### src/rtl/accumulator_feeder_pkg.sv
// Shared definitions for the accumulator feeder.
//   feeder_state_t : run-control FSM states
//   SETTLE_CYCLES  : idle cycles between the last word and the result capture
//   idx_width()    : width of a buffer index for a given depth (minimum 1 bit)
package accumulator_feeder_pkg;

  typedef enum logic [2:0] {
    IDLE,
    DRIVE,
    GAP,
    SETTLE,
    READ,
    DONE
  } feeder_state_t;

  localparam int unsigned SETTLE_CYCLES = 2;

  function automatic int unsigned idx_width(input int unsigned depth);
    return (depth > 1) ? $clog2(depth) : 1;
  endfunction

endpackage

### src/rtl/accumulator_feeder_buffer.sv
// feeder_buffer: word storage for the accumulator feeder.
// One synchronous write port, one combinational read port addressed by index.
// Contents are not reset.
//   clk     : clock, rising edge
//   wr_en   : write wr_data to wr_addr at the next edge
//   wr_addr : write address
//   wr_data : write word
//   rd_addr : read address
//   rd_data : word stored at rd_addr (combinational)
module feeder_buffer
  import accumulator_feeder_pkg::*;
#(
  parameter int unsigned Word_Length = 8,
  parameter int unsigned Depth       = 4,
  parameter int unsigned IDX_W       = idx_width(Depth)
) (
  input  logic                   clk,
  input  logic                   wr_en,
  input  logic [IDX_W-1:0]       wr_addr,
  input  logic [Word_Length-1:0] wr_data,
  input  logic [IDX_W-1:0]       rd_addr,
  output logic [Word_Length-1:0] rd_data
);

  logic [Word_Length-1:0] mem [Depth];

  always_ff @(posedge clk) begin
    if (wr_en) begin
      mem[wr_addr] <= wr_data;
    end
  end

  assign rd_data = mem[rd_addr];

endmodule

### src/rtl/accumulator_feeder.sv
// accumulator_feeder: buffers up to Depth words, then on Start streams them
// one at a time into an external accumulator (enable strobe with a re-arm
// gap after each word), waits for the accumulator to settle, strobes Read to
// capture the result and pulses Done.
//   clk         : clock, rising edge
//   reset       : synchronous, active-low
//   Load        : write Load_Data into the buffer (IDLE only, ignored when Full)
//   Load_Data   : word to buffer
//   Start       : begin a feed run (IDLE only)
//   Data_Output : word presented to the accumulator, 0 in IDLE
//   enable      : one-cycle add strobe per word
//   Read        : one-cycle result-capture strobe
//   Busy        : high in every state except IDLE
//   Done        : one-cycle pulse at run end
//   Full        : buffer holds Depth words
//   Count       : words held in the buffer
// Build option FEEDER_REPEAT_EN: DONE keeps Count (and the buffer) so a later
// Start replays the same words; otherwise Count clears in DONE.
module accumulator_feeder
  import accumulator_feeder_pkg::*;
#(
  parameter int unsigned Word_Length = 8,
  parameter int unsigned Depth       = 4
) (
  input  logic                         clk,
  input  logic                         reset,
  input  logic                         Load,
  input  logic [Word_Length-1:0]       Load_Data,
  input  logic                         Start,
  output logic [Word_Length-1:0]       Data_Output,
  output logic                         enable,
  output logic                         Read,
  output logic                         Busy,
  output logic                         Done,
  output logic                         Full,
  output logic [$clog2(Depth+1)-1:0]   Count
);

  localparam int unsigned CNT_W = $clog2(Depth + 1);
  localparam int unsigned IDX_W = idx_width(Depth);

  feeder_state_t          state, state_n;
  logic [IDX_W-1:0]       index, index_n;
  logic [CNT_W-1:0]       count, count_n;
  logic [1:0]             settle_cnt, settle_n;
  logic                   wr_en;
  logic                   full;
  logic                   last_word;
  logic [Word_Length-1:0] rd_data;

  feeder_buffer #(
    .Word_Length (Word_Length),
    .Depth       (Depth),
    .IDX_W       (IDX_W)
  ) u_buffer (
    .clk     (clk),
    .wr_en   (wr_en),
    .wr_addr (IDX_W'(count)),
    .wr_data (Load_Data),
    .rd_addr (index),
    .rd_data (rd_data)
  );

  assign full      = (count == CNT_W'(Depth));
  assign last_word = ((CNT_W'(index) + CNT_W'(1)) == count);
  assign Full      = full;
  assign Count     = count;

  always_ff @(posedge clk) begin
    if (!reset) begin
      state      <= IDLE;
      index      <= '0;
      count      <= '0;
      settle_cnt <= '0;
    end else begin
      state      <= state_n;
      index      <= index_n;
      count      <= count_n;
      settle_cnt <= settle_n;
    end
  end

  always_comb begin
    state_n     = state;
    index_n     = index;
    count_n     = count;
    settle_n    = settle_cnt;
    wr_en       = 1'b0;
    Data_Output = '0;
    enable      = 1'b0;
    Read        = 1'b0;
    Busy        = 1'b1;
    Done        = 1'b0;

    unique case (state)
      IDLE: begin
        Busy = 1'b0;
        if (Load && !full) begin
          wr_en   = 1'b1;
          count_n = count + CNT_W'(1);
        end
        // Start looks at the post-load count so a simultaneous Load joins the run.
        if (Start) begin
          index_n = '0;
          state_n = (count_n != '0) ? DRIVE : DONE;
        end
      end
      DRIVE: begin
        enable      = 1'b1;
        Data_Output = rd_data;
        state_n     = GAP;
      end
      GAP: begin
        Data_Output = rd_data;
        if (last_word) begin
          settle_n = '0;
          state_n  = SETTLE;
        end else begin
          index_n = index + IDX_W'(1);
          state_n = DRIVE;
        end
      end
      SETTLE: begin
        if (settle_cnt == 2'(SETTLE_CYCLES - 1)) begin
          state_n = READ;
        end else begin
          settle_n = settle_cnt + 2'd1;
        end
      end
      READ: begin
        Read    = 1'b1;
        state_n = DONE;
      end
      DONE: begin
        Done    = 1'b1;
`ifndef FEEDER_REPEAT_EN
        count_n = '0;
`endif
        state_n = IDLE;
      end
      default: state_n = IDLE;
    endcase
  end

endmodule
### config.mk
export PLATFORM = sky130hd
export DESIGN_NAME = accumulator_feeder
export DESIGN_NICKNAME = d
export VERILOG_FILES = /design/src/rtl/accumulator_feeder_pkg.sv /design/src/rtl/accumulator_feeder_buffer.sv /design/src/rtl/accumulator_feeder.sv
export SDC_FILE = /design/constraint.sdc
export NUM_CORES = 1
export LEC_CHECK = 0
export CORE_ASPECT_RATIO = 2
export CORE_MARGIN = 2
export CORE_UTILIZATION = 40
export CTS_CLUSTER_DIAMETER = 50
export DETAILED_ROUTE_END_ITERATION = 8
export PLACE_DENSITY = 0.63
export SETUP_SLACK_MARGIN = 0.05
export SLEW_MARGIN = 20
export SYNTH_ARGS = -nofsm -noshare
export SYNTH_HDL_FRONTEND = slang
export SYNTH_SLANG_ARGS = --single-unit
### constraint.sdc
create_clock -name clk -period 3.1 [get_ports clk]
set_input_delay 0.62 -clock clk [delete_from_list [all_inputs] [get_ports clk]]
set_output_delay 0.62 -clock clk [all_outputs]
set_load 0.05 [all_outputs]
Yosys cells after proc, flatten, opt, wreduce, memory -nomap -nowiden
Memory sizes are Yosys's and may differ from the RTL's. A register that Yosys moved wholly into a read port is not among the register bits.
Index checks and enable logic that the tools add are counted.
{ "word_totals": {"reg_bits": 10, "ram_bits": 32, "input_bits": 12, "elab_cells": 58, "mem_count": 1} }
{ "memory_table": {"columns": ["name", "words", "word_bits", "read_ports", "rd_clocked_by_memory_dff", "wr", "line_no", "source"], "rows": [
  ["u_buffer.mem", 4, 8, 1, 1, 1, "accumulator_feeder_buffer.sv:25", "logic [Word_Length-1:0] mem [Depth];"]
]} }
{ "classes": {"addsub": 4, "eq_ne": 13, "muxes": 25, "reduce_logical": 11} }
{ "op_table": {"columns": ["operator", "n"], "rows": [
  ["2-to-1 mux 3 bit", 5],
  ["one-hot mux 3 bit (5 select lines)", 1],
  ["2-to-1 mux 2 bit", 7],
  ["!= test 2 bit (second input constant)", 5],
  ["equality test 3 bit (second input constant)", 3],
  ["2-to-1 mux 1 bit", 8],
  ["2-to-1 mux 8 bit", 1],
  ["one-hot mux 2 bit (2 select lines)", 2],
  ["equality test 3 x 2 -> 1 bit (second input constant)", 2],
  ["one-hot mux 3 bit (2 select lines)", 1],
  ["AND reduction 3 bit", 2],
  ["nonzero test 2 bit", 3],
  ["adder 2 x 1 -> 2 bit (second input constant)", 2],
  ["adder 2 x 1 -> 3 bit (second input constant)", 1],
  ["adder 3 x 1 -> 3 bit (second input constant)", 1],
  ["equality test 3 x 1 -> 1 bit (second input constant)", 1],
  ["equality test 3 bit", 1],
  ["zero test 3 bit", 1],
  ["nonzero test 3 bit", 1],
  ["equality test 2 x 1 -> 1 bit (second input constant)", 1],
  ["AND reduction 2 bit", 1],
  ["OR reduction 2 bit", 1],
  ["logical AND 1 bit", 1],
  ["zero test 1 bit", 1]
]} }

Depth between registers and ports, before layout
Gate-level depths: netlist of run 1.
{ "depth": {"ltp_word": 9, "mapped_depth": 6, "ltp_nobuf": 6} }

Hierarchy
Synthesis of run 1 repeated with hierarchy kept, for this count alone.
{ "hier_totals": {"hier_cells": 136, "hier_area_um2": 1943.1} }
{ "by_module_without_submodules": {"columns": ["module", "instances", "cells_each", "area_each_um2", "seq_area_each_um2"], "rows": [
  ["feeder_buffer", 1, 46, 1188.6, 960.9],
  ["accumulator_feeder", 1, 90, 754.5, 200.2]
]} }

Least setup slack after synthesis of run 1
No wires, ideal clock.
{ "synth_path": {"kind": "register to output", "start": "register state[2]", "end": "output Read", "t_arrival_ns": 1.825, "required_time_ns": 2.480, "setup_slack_ns": 0.655, "path_stages_with_launch": 5, "path_cell_list": "dfxtp_1 > buf_4 > inv_1 > clkbuf_1 > nor3_1"} }
{ "synth_between": {"elab_chain_len": 2} }
{ "synth_lines": {"columns": ["item", "line_no", "source"], "rows": [
  ["start: declaration", "accumulator_feeder.sv:42", "feeder_state_t state, state_n;"],
  ["start signal: assignment", "accumulator_feeder.sv:76", "state <= state_n;"],
  ["equality test 3 bit", "accumulator_feeder.sv:95", "unique case (state)"],
  ["2-to-1 mux 1 bit", "accumulator_feeder.sv:95", null],
  ["end: declaration", "accumulator_feeder.sv:32", "output logic Read,"]
]} }
No other way between the ends.

Worst setup path after layout of run 1
Ends and elaborated chain as after synthesis.

==> summary by stage, run 1 <==
Detailed routing
The detailed router finished its first iteration with 34 violations. The number of iterations in the first detailed-routing pass is 5. Using the TritonRoute via totals, the vias-per-cell ratio works out to about 5.5. Wire segments on met3 add up to between 100 and 150 um in the final route.

The vias after detailed routing is around 1,300. Wires add up to roughly 4.2 mm. The detail route stage leaves a number of antenna-violating nets equal to 0. The wire length on met1 is around 1.6 mm.

Signal routing reaches up to met4. In the detailed route, the total length drawn on met2 is roughly 2.4 mm. The number of remaining DRC errors is 0. In the final routed layout, each cell accounts on average for approximately 17 um.

Timing
The total negative slack is 0 ps. Setup repair after global routing left no endpoint under its margin. The final critical delay including setup and external delays is roughly 2900 ps. Final hold analysis gives a worst-case slack of 535 ps.

Setup violations remaining at the end of the flow were counted as 0. The slew of the pin with the lowest slew margin is roughly 500 ps. The achievable frequency is 0.351 GHz. Clock skew on the completed layout was measured at between 6 and 7 ps. Measured against its own limit, the worst slew margin works out to 0.664. The number of max-slew violations in the final report came to 0.

The count of final hold-check violations came to 0. The share of the clock period used by the worst path after layout is 0.920.

Finish
The final layout contains roughly 210 nets. The fraction of layout cells with a size suffix above 1 is 0.154. The final cell area excluding filler cells is about 2500 um^2. The most frequent standard cell in the layout excluding fill and tap cells is sky130_fd_sc_hd__edfxtp_1. The repair_antennas step left the layout with diodes totalling 0. In the layout the commonest cells are sky130_fd_sc_hd__edfxtp_1, sky130_fd_sc_hd__clkdlybuf4s50_1, sky130_fd_sc_hd__and3_1, sky130_fd_sc_hd__dfxtp_1. From synthesis to final layout, the design area changed by 20.5%.

CTS
The largest buffer count on any clock path is 2. The H-tree was split into 2 levels. Gates resized during post-CTS repair numbered 0.

Clock tree synthesis selected as its root buffer the cell sky130_fd_sc_hd__clkbuf_8. TritonCTS built the clock tree. The number of buffers added for setup after CTS is 0. The later pin in the worst-skew pair is clocked with a latency of approximately 300 ps. After clock tree synthesis, the clock-pin slew on the worst setup and hold paths is 80 ps.

The sink count of the clock tree is 44. The hold buffer count at CTS is 0. Buffers inserted during clock tree synthesis total 5.

Global routing
Entering global routing, the biggest net connects 23 pins. The number of global-route vias before repair is 1,392. The first global-routing pass estimated slightly below 7 mm of wire. The global route total overflow is 0. The combined global-route utilization of all metal layers is 0.150. The initial antenna violation count is 0.

Critical path
The class of the most critical setup path is flop to output port. Of all nets on the critical path, the largest fanout is 15. For the worst setup path, the data required time is 2480 ps. The kind of launch point of the worst setup path is a flop. The worst path arrival time is between 2000 and 2500 ps. The worst setup path is captured at an output port.

Synth
The sequential area share after synthesis is 0.572. Synthesis produced a netlist with a net count of between 150 and 200. After synthesis the netlist holds a flip-flop and latch count of 44. The number of distinct standard cells referenced by the synthesized netlist is 40. A synthesized cell averages approximately 13 um^2.

Yosys printed 0 warnings. The number of instances in the synthesized netlist is 157. The post-synthesis instance area is 2100 um^2.

Floorplanning
The area of the placeable core is 5090 um^2. In this run the horizontal extent of the chip is ~55 um. The initial standard-cell utilization of the core is 0.412.

The full die area is about 6000 um^2. The number of rows in the core area is 37. Pin placement for this block handled 28 I/O pins.

Measured along the y axis, the die boundary spans 106 um.

Placed design
The quantity of I/O buffers inserted on ports is 27. In this run the cell area measured after placement is between 2000 and 2500 um^2. The global placer's final weighted congestion is about 0.77. Detailed placement finished with a half-perimeter wire length of between 3 and 4 mm.

Min path
The kind of path behind the tightest hold check is flop to flop.

Run
Across the run, the number of max-cap violations was 0.

Power and ir drop
VDD sags by at most slightly below 0.4 mV. The analysis attributes to cell leakage a power of around 0.9 nW. The power density of the placed cells is between 600 and 700 nW/um^2.

Run status
The flow ran to the end, and the final reports show no timing, DRC or antenna violations.
-- power by group --
part,switching (mW),internal (mW),total [mW]
registers,0.0362,0.674,0.710
clock network,0.207,0.243,0.450
logic,0.277,0.177,0.454
-- through the flow --
step,std cells,utilization,setup slack [ps],total power [mW]
finish,246,0.497,248,1.61
detailed placement,238,0.474,534,1.18
floorplan,157,-,655,1.05
CTS,246,0.497,201,1.63
global route,246,0.497,168,1.68
global placement,238,0.474,570,1.17
-- critical path, stage by stage (launching register included) --
cell	delay, ps
sky130_fd_sc_hd__dfxtp_1	560
sky130_fd_sc_hd__inv_1	310
sky130_fd_sc_hd__nor3_1	230
sky130_fd_sc_hd__clkdlybuf4s50_1	840
-- sequential cells by signal (all words and copies together), names as in the netlist, named ones only --
name          cells
Count             3
u_buffer.mem     32
index             2
state             3
settle_cnt        2
-- logic make-up after synthesis --
family	Yosys count	share of synthesized area
AOI/OAI and AO/OA	29	0.107
xor gates and xnor gates	4	0.0203
adders and majority gates	6	0.0358
buffers and inverters	16	0.0435
DFF	44	0.572
muxes	8	0.0859
and+or+nand+nor	50	0.135
-- Yosys cell counts, drive strengths merged --
library cell,count,area share
inv,7,0.013
a21boi,1,0.0054
and2,2,0.0060
a221oi,1,0.0072
nor3,7,0.022
nand4,1,0.0030
a211oi,1,0.0036
nand3b,3,0.011
a22oi,1,0.0036
o211ai,2,0.0072
o2111a,1,0.0054
buf,7,0.027
xor2,2,0.012
o21ai,5,0.012
and3,15,0.045
clkbuf,2,0.0036
nand2b,1,0.0066
a21oi,6,0.014
dfxtp,12,0.11
ha,6,0.036
o31ai,3,0.011
a31oi,2,0.0060
xnor2,2,0.0083
mux4,8,0.086
o311ai,1,0.0042
o41ai,1,0.0078
a2111oi,1,0.0072
nand3,5,0.012
nor2b,1,0.0030
a21bo,1,0.0048
nor2,8,0.014
nand2,7,0.013
o211a,1,0.0048
edfxtp,32,0.46
o21a,1,0.0036
-- final cells by class --
class	count	area, um^2
clock inverter	3	46.3
sequential	44	1200
timing repair buffer	32	308
multi-input combinational	97	806
tap	58	72.6
clock buffer	5	68.8
fill	489	2560
inverter	7	26.3
-- routing by layer --
layer	GRT usage	vias to the layer above
li1	-	659
met1	0.152	654
met2	0.284	30
met3	0.0219	4
met4	0.0801	0
met5	0	-
-- path summary, 6_finish.rpt --
check | from | endpoint | slack, ps | cells after the start
setup / recovery | state[2] | Read | 250 | 3
hold / removal | settle_cnt[1] | settle_cnt[1] | 530 | 2
setup reg to reg | Count[1] | u_buffer.mem[2][0] | 1080 | 4
hold reg to reg | settle_cnt[1] | settle_cnt[1] | 530 | 2
No activity file was read; power rests on OpenSTA's default activity.
==> inputs of run 2 (changes only) <==
Settings changed: MAX_ROUTING_LAYER set to met4.
==> summary by stage, run 2 (synthesis results as in run 1) <==
Finish
The most frequent standard cell in the layout excluding fill and tap cells is sky130_fd_sc_hd__edfxtp_1. The final antenna diode count is 0 (unchanged). The final layout net count came to 205 (unchanged). The fraction of layout cells with a size suffix above 1 came to 0.154 (unchanged).

The growth of design area from synthesis to finish was 20.5% (unchanged). In the layout the commonest cells are sky130_fd_sc_hd__edfxtp_1, sky130_fd_sc_hd__clkdlybuf4s50_1, sky130_fd_sc_hd__and3_1, sky130_fd_sc_hd__dfxtp_1. The non-filler instance count after layout is 246 (unchanged).

The number of flip-flops under the largest register name is 32 (unchanged). u_buffer.mem holds more flip-flops than any other register.

CTS
TritonCTS built the clock tree. The number of buffers inserted during clock tree synthesis is 5 (unchanged). The number of buffers added for setup after CTS came to 0 (unchanged).

The largest buffer count on any clock path came to 2 (unchanged). The clock insertion delay at the later pin of the skew report is 300 ps (about the same). The number of levels the H-tree was split into is 2 (unchanged). The sink count of the clock tree came to 44 (unchanged). The cell sitting at the root of the clock tree is a sky130_fd_sc_hd__clkbuf_8. The CTS clock-pin slew for the worst setup and hold paths is 80 ps (about the same).

The hold buffer count at CTS came to 0 (unchanged). The number of cells upsized or downsized after cts is 0 (unchanged).

Timing
Setup repair after global routing left no endpoint under its margin. The count of final hold-check violations was 0 (unchanged). The post-layout worst setup margin came to 249 ps (+1.14 ps).

The number of max-slew violations in the final report is 0 (unchanged). The share of the clock period used by the worst path after layout is 0.920 (about the same). The achievable frequency came to 0.351 GHz (about the same). The number of endpoints failing setup at the final stage is 0 (unchanged). The final critical delay including setup and external delays is 2850 ps (-1.14 ps). The total negative slack is 0 ps (unchanged).

The clock skew came to 6.36 ps (-0.320 ps). The slew of the pin with the lowest slew margin is 503 ps (-0.000119 ps). The relative slew slack was 0.664 (unchanged).

Global routing
The number of global-route vias before repair is 1,383 (-0.65%). The initial antenna violation count is 0 (unchanged). The largest net degree at the start of global routing is 23 (unchanged). The global route total overflow is 0 (unchanged). The combined global-route utilization of all metal layers is 0.154 (+0.00464). The first-pass GRT wire length is 6.81 mm (+0.41%).

Critical path
The worst reg-to-reg path cell count is 4 (unchanged). The worst endpoint required time is 2480 ps (about the same). The worst register-to-register path begins at Count[1].

The worst setup path is captured at an output port. The worst path arrival time is 2230 ps (about the same). The kind of launch point of the worst setup path is a flop. The setup path with the least slack is of type flop to output port. The reg2reg setup slack is 1060 ps (-20 ps). The maximum fanout encountered on the critical timing path is 8 (-7).

The reg-to-reg endpoint is u_buffer.mem[2][0].

Floorplanning
The area of the placeable core is 5090 um^2 (unchanged). The die height is 106 um (unchanged). The full die area is 5880 um^2 (unchanged). The die width came to 55.2 um (unchanged).

The number of rows in the core area was 37 (unchanged). The initial standard-cell utilization of the core was 0.412 (unchanged). The number of placed I/O pins is 28 (unchanged).

Placed design
The quantity of I/O buffers inserted on ports is 27 (unchanged). The detailed placement HPWL is 3.04 mm (unchanged). The global placer's final weighted congestion was 0.785 (+1.4%). The setup slack at placement is 534 ps (unchanged). The number of cells after detailed placement was 238 (unchanged).

Min path
The launch point of the worst hold path is settle_cnt[1]. The worst hold path terminates at settle_cnt[1]. The number of stages on the worst hold path came to 2 (unchanged).

The kind of path behind the tightest hold check is flop to flop.

Detailed routing
The number of DRC markers after the initial detailed-route iteration is 29 (-15%). The number of remaining DRC errors was 0 (unchanged). The number of iterations in the first detailed-routing pass is 6 (+1). The wire length per cell came to 16.9 um (-0.29%). The antenna violation net count after detailed routing is 0 (unchanged). The number of vias per cell is 5.41 (-1.3%). The post-detailed-routing wire length is 4.17 mm (-0.29%).

The vias after detailed routing is 1,330 (-1.3%).

Run
The max-cap violation count is 0 (unchanged).

Run status
The flow ran to the end, and the final reports show no timing, DRC or antenna violations.

Power and ir drop
The leakage power came to 0.899 nW (unchanged). The post-layout total power is 1.61 mW (-0.10%). The largest voltage drop on the vdd net is 0.390 mV (+0.27%). The power density of the placed cells is 638 nW/um^2 (-0.10%).
[run 2: cell counts in the layout (fill, tap and decap cells not counted)]
Identical to the previous run, type by type.
[run 2: cell type report]
| type | count | area, um^2 |
|---|---|---|
| sequential | 44 | 1200 |
| timing repair buffer | 32 | 308 |
| clock inverter | 3 | 46.3 |
| inverter | 7 | 26.3 |
| fill | 489 | 2560 |
| clock buffer | 5 | 68.8 |
| tap | 58 | 72.6 |
| multi-input combinational | 97 | 806 |
[run 2: worst max-delay path by stage]
stage               startpoint        endpoint  slack [ps]  cells after the start
floorplan             state[2]            Read         660                      4
global placement          flop  Data_Output[0]         570                      4
detailed placement        flop  Data_Output[0]         530                      4
CTS                       flop  Data_Output[0]         200                      4
global route          state[2]            Read         170                      3
finish                    flop  Data_Output[0]         250                      4
[run 2: power breakdown]
part	total [mW]	internal (mW)	leakage [nW]	switching, mW
Sequential	0.710	0.674	0.389	0.0361
Clock	0.448	0.243	0.0548	0.206
Combinational	0.454	0.177	0.456	0.277
Total	1.61	1.09	0.899	0.519
[run 2: per-stage QoR]
step           utilization  instance area [um^2]  hold WS [ps]
3_3_place_gp         0.474                  2410           495
6_report             0.497                  2530           535
4_1_cts              0.497                  2530           533
3_5_place_dp         0.474                  2410           518
5_1_grt              0.497                  2530           563
2_1_floorplan            -                  2100           483
[run 2: routing by layer]
| layer | share of wire | global-route usage | wire (um) | vias up |
|---|---|---|---|---|
| li1 | - | - | - | 659 |
| met3 | 0.026 | 0.0207 | 109 | 6 |
| met2 | 0.57 | 0.285 | 2370 | 27 |
| met5 | 0 | - | 0 | - |
| met1 | 0.38 | 0.154 | 1600 | 638 |
| met4 | 0.020 | 0.0801 | 85 | 0 |
[run 2: worst max-delay path: stages, from the launching register on]
cell	delay, ps
sky130_fd_sc_hd__dfxtp_1	320
sky130_fd_sc_hd__buf_4	200
sky130_fd_sc_hd__mux4_2	510
sky130_fd_sc_hd__and3_1	200
sky130_fd_sc_hd__clkdlybuf4s50_1	700
==> inputs of run 3 (changes only) <==
Settings changed: CAP_MARGIN set to 20, GPL_TIMING_DRIVEN set to 0.
==> summary by stage, run 3 (synthesis results as in run 1) <==
Global routing
The global route total overflow came to 0 (unchanged). The number of global-route vias before repair is 1,448 (+4.7%). The largest net degree at the start of global routing was 14 (-39%). The first-pass GRT wire length came to 7.05 mm (+3.5%). The combined global-route utilization of all metal layers is 0.159 (+0.00437). The initial antenna violation count was 0 (unchanged).

Power and ir drop
The leakage power is 0.898 nW (-0.21%). The power density of the placed cells is 602 nW/um^2 (-5.6%). The largest voltage drop on the vdd net is 0.458 mV (+17%).

Finish
The register bank with the most flops is u_buffer.mem. The non-filler instance count after layout is 250 (+1.6%). The final layout net count is 209 (+2.0%). The number of flip-flops under the largest register name is 32 (unchanged). The library cell used most frequently in the layout, excluding fill and tap cells, is sky130_fd_sc_hd__edfxtp_1.

The filler cell count was 489 (unchanged). The growth of design area from synthesis to finish is 20.4% (about the same). The footprint of the flip-flops and latches is 1200 um^2 (unchanged). The top cell types in the final layout, fill and taps aside, are sky130_fd_sc_hd__edfxtp_1, sky130_fd_sc_hd__clkdlybuf4s50_1, sky130_fd_sc_hd__and3_1, sky130_fd_sc_hd__dfxtp_1. The final antenna diode count was 0 (unchanged). The area occupied by multi-input gates was 806 um^2 (unchanged).

The fraction of layout cells with a size suffix above 1 is 0.151 (-0.00321).

Detailed routing
The antenna violation net count after detailed routing is 0 (unchanged). The post-detailed-routing wire length is 4.30 mm (+3.2%). The number of iterations in the first detailed-routing pass is 5 (-1). The number of DRC markers after the initial detailed-route iteration was 30 (+3.4%). The wire length per cell is 17.2 um (+1.6%).

The number of vias per cell is 5.42 (+0.18%). The number of remaining DRC errors is 0 (unchanged). The vias after detailed routing is 1,354 (+1.8%).

Critical path
The worst endpoint required time is 2480 ps (about the same). The maximum fanout encountered on the critical timing path is 8 (unchanged). In this run the critical register-to-register path is launched from Count[0].

STA classifies the critical path startpoint as a flop. The worst path arrival time is 2280 ps (+50 ps). The class of the most critical setup path is flop to output port.

The endpoint type of the worst setup path is an output port.

Timing
The number of max-slew violations in the final report is 0 (unchanged). Setup repair after global routing left no endpoint under its margin. The clock skew is 3.75 ps (-2.61 ps). The number of endpoints failing setup at the final stage is 0 (unchanged). The count of final hold-check violations was 0 (unchanged).

The total negative slack is 0 ps (unchanged). The share of the clock period used by the worst path after layout came to 0.935 (+0.0152). The final critical delay including setup and external delays is 2900 ps (+47.1 ps). The relative slew slack came to 0.656 (-0.00757). The slew of the pin with the lowest slew margin is 516 ps (+12.9 ps). The achievable frequency came to 0.345 GHz (-1.6%).

CTS
The root buffer cell chosen for the clock tree is sky130_fd_sc_hd__clkbuf_8. The CTS clock-pin slew for the worst setup and hold paths was 80 ps (about the same). The number of buffers inserted during clock tree synthesis is 5 (unchanged). The number of levels the H-tree was split into was 2 (unchanged).

TritonCTS built the clock tree. The sink count of the clock tree is 44 (unchanged). The largest buffer count on any clock path is 2 (unchanged). The clock insertion delay at the later pin of the skew report is 290 ps (about the same).

Run
The max-cap violation count is 0 (unchanged).

Floorplanning
The initial standard-cell utilization of the core is 0.412 (unchanged). The area of the placeable core is 5090 um^2 (unchanged). The die height was 106 um (unchanged). The number of rows in the core area is 37 (unchanged). The full die area was 5880 um^2 (unchanged).

The die width is 55.2 um (unchanged). The number of placed I/O pins is 28 (unchanged).

Min path
The min-delay analysis places its worst path in the category flop to flop. The launch point of the worst hold path is settle_cnt[0].

Run status
The run finished with clean final reports.

Placed design
The detailed placement HPWL is 3.20 mm (+5.5%). The number of cells after detailed placement is 242 (+1.7%). The quantity of I/O buffers inserted on ports is 27 (unchanged). The global placer's final weighted congestion is 0.822 (+4.7%).
## run 3: critical path: stages, from the launching register on
cell                              delay [ps]
sky130_fd_sc_hd__dfxtp_1                 310
sky130_fd_sc_hd__buf_1                   410
sky130_fd_sc_hd__mux4_2                  390
sky130_fd_sc_hd__and3_1                  190
sky130_fd_sc_hd__clkdlybuf4s50_1         690
## run 3: where the power goes
group | total [mW] | internal, mW | switching, mW
Combinational | 0.476 | 0.183 | 0.292
Sequential | 0.700 | 0.674 | 0.0261
Clock | 0.346 | 0.156 | 0.189
Total | 1.52 | 1.01 | 0.508
## run 3: what timing repair did
item,in CTS,in global routing
setup endpoints to repair,2,0
hold buffers,0,0
setup buffers,0,0
hold endpoints to repair,0,0
gates resized for setup,1,0
## run 3: layout make-up
| class | instances | area share |
|---|---|---|
| clock buffers | 6 | 0.0287 |
| flip-flops and latches | 44 | 0.475 |
| multi-input cells | 97 | 0.319 |
| plain buffers | 9 | 0.0263 |
| well taps | 58 | 0.0287 |
| repair buffers | 27 | 0.107 |
| inverters | 7 | 0.0104 |
| clock inverters | 2 | 0.00446 |
## run 3: through the flow
step           cell area (um^2)  setup WS [ps]  utilization  total power, mW  hold slack (ps)
5_1_grt                    2530            109        0.496             1.60              593
2_1_floorplan              2100            655            -             1.05              483
6_report                   2530            202        0.496             1.52              575
3_3_place_gp               2440            395        0.479             1.18              499
3_5_place_dp               2440            376        0.479             1.19              551
4_1_cts                    2530            157        0.496             1.54              567
## run 3: path summary, 6_finish.rpt
kind	endpoint	slack [ps]	cells after the start
max	Data_Output[6]	200	4
min	settle_cnt[0]	570	2
max reg2reg	u_buffer.mem[2][0]	1020	4
min reg2reg	settle_cnt[0]	570	2
## run 3: routing by layer
layer  vias up  share of wire  global-route usage
met5         -              0                   -
li1        666              -                   -
met4         0          0.017              0.0575
met3         5          0.025              0.0231
met2        29           0.58               0.304
met1       654           0.38               0.159
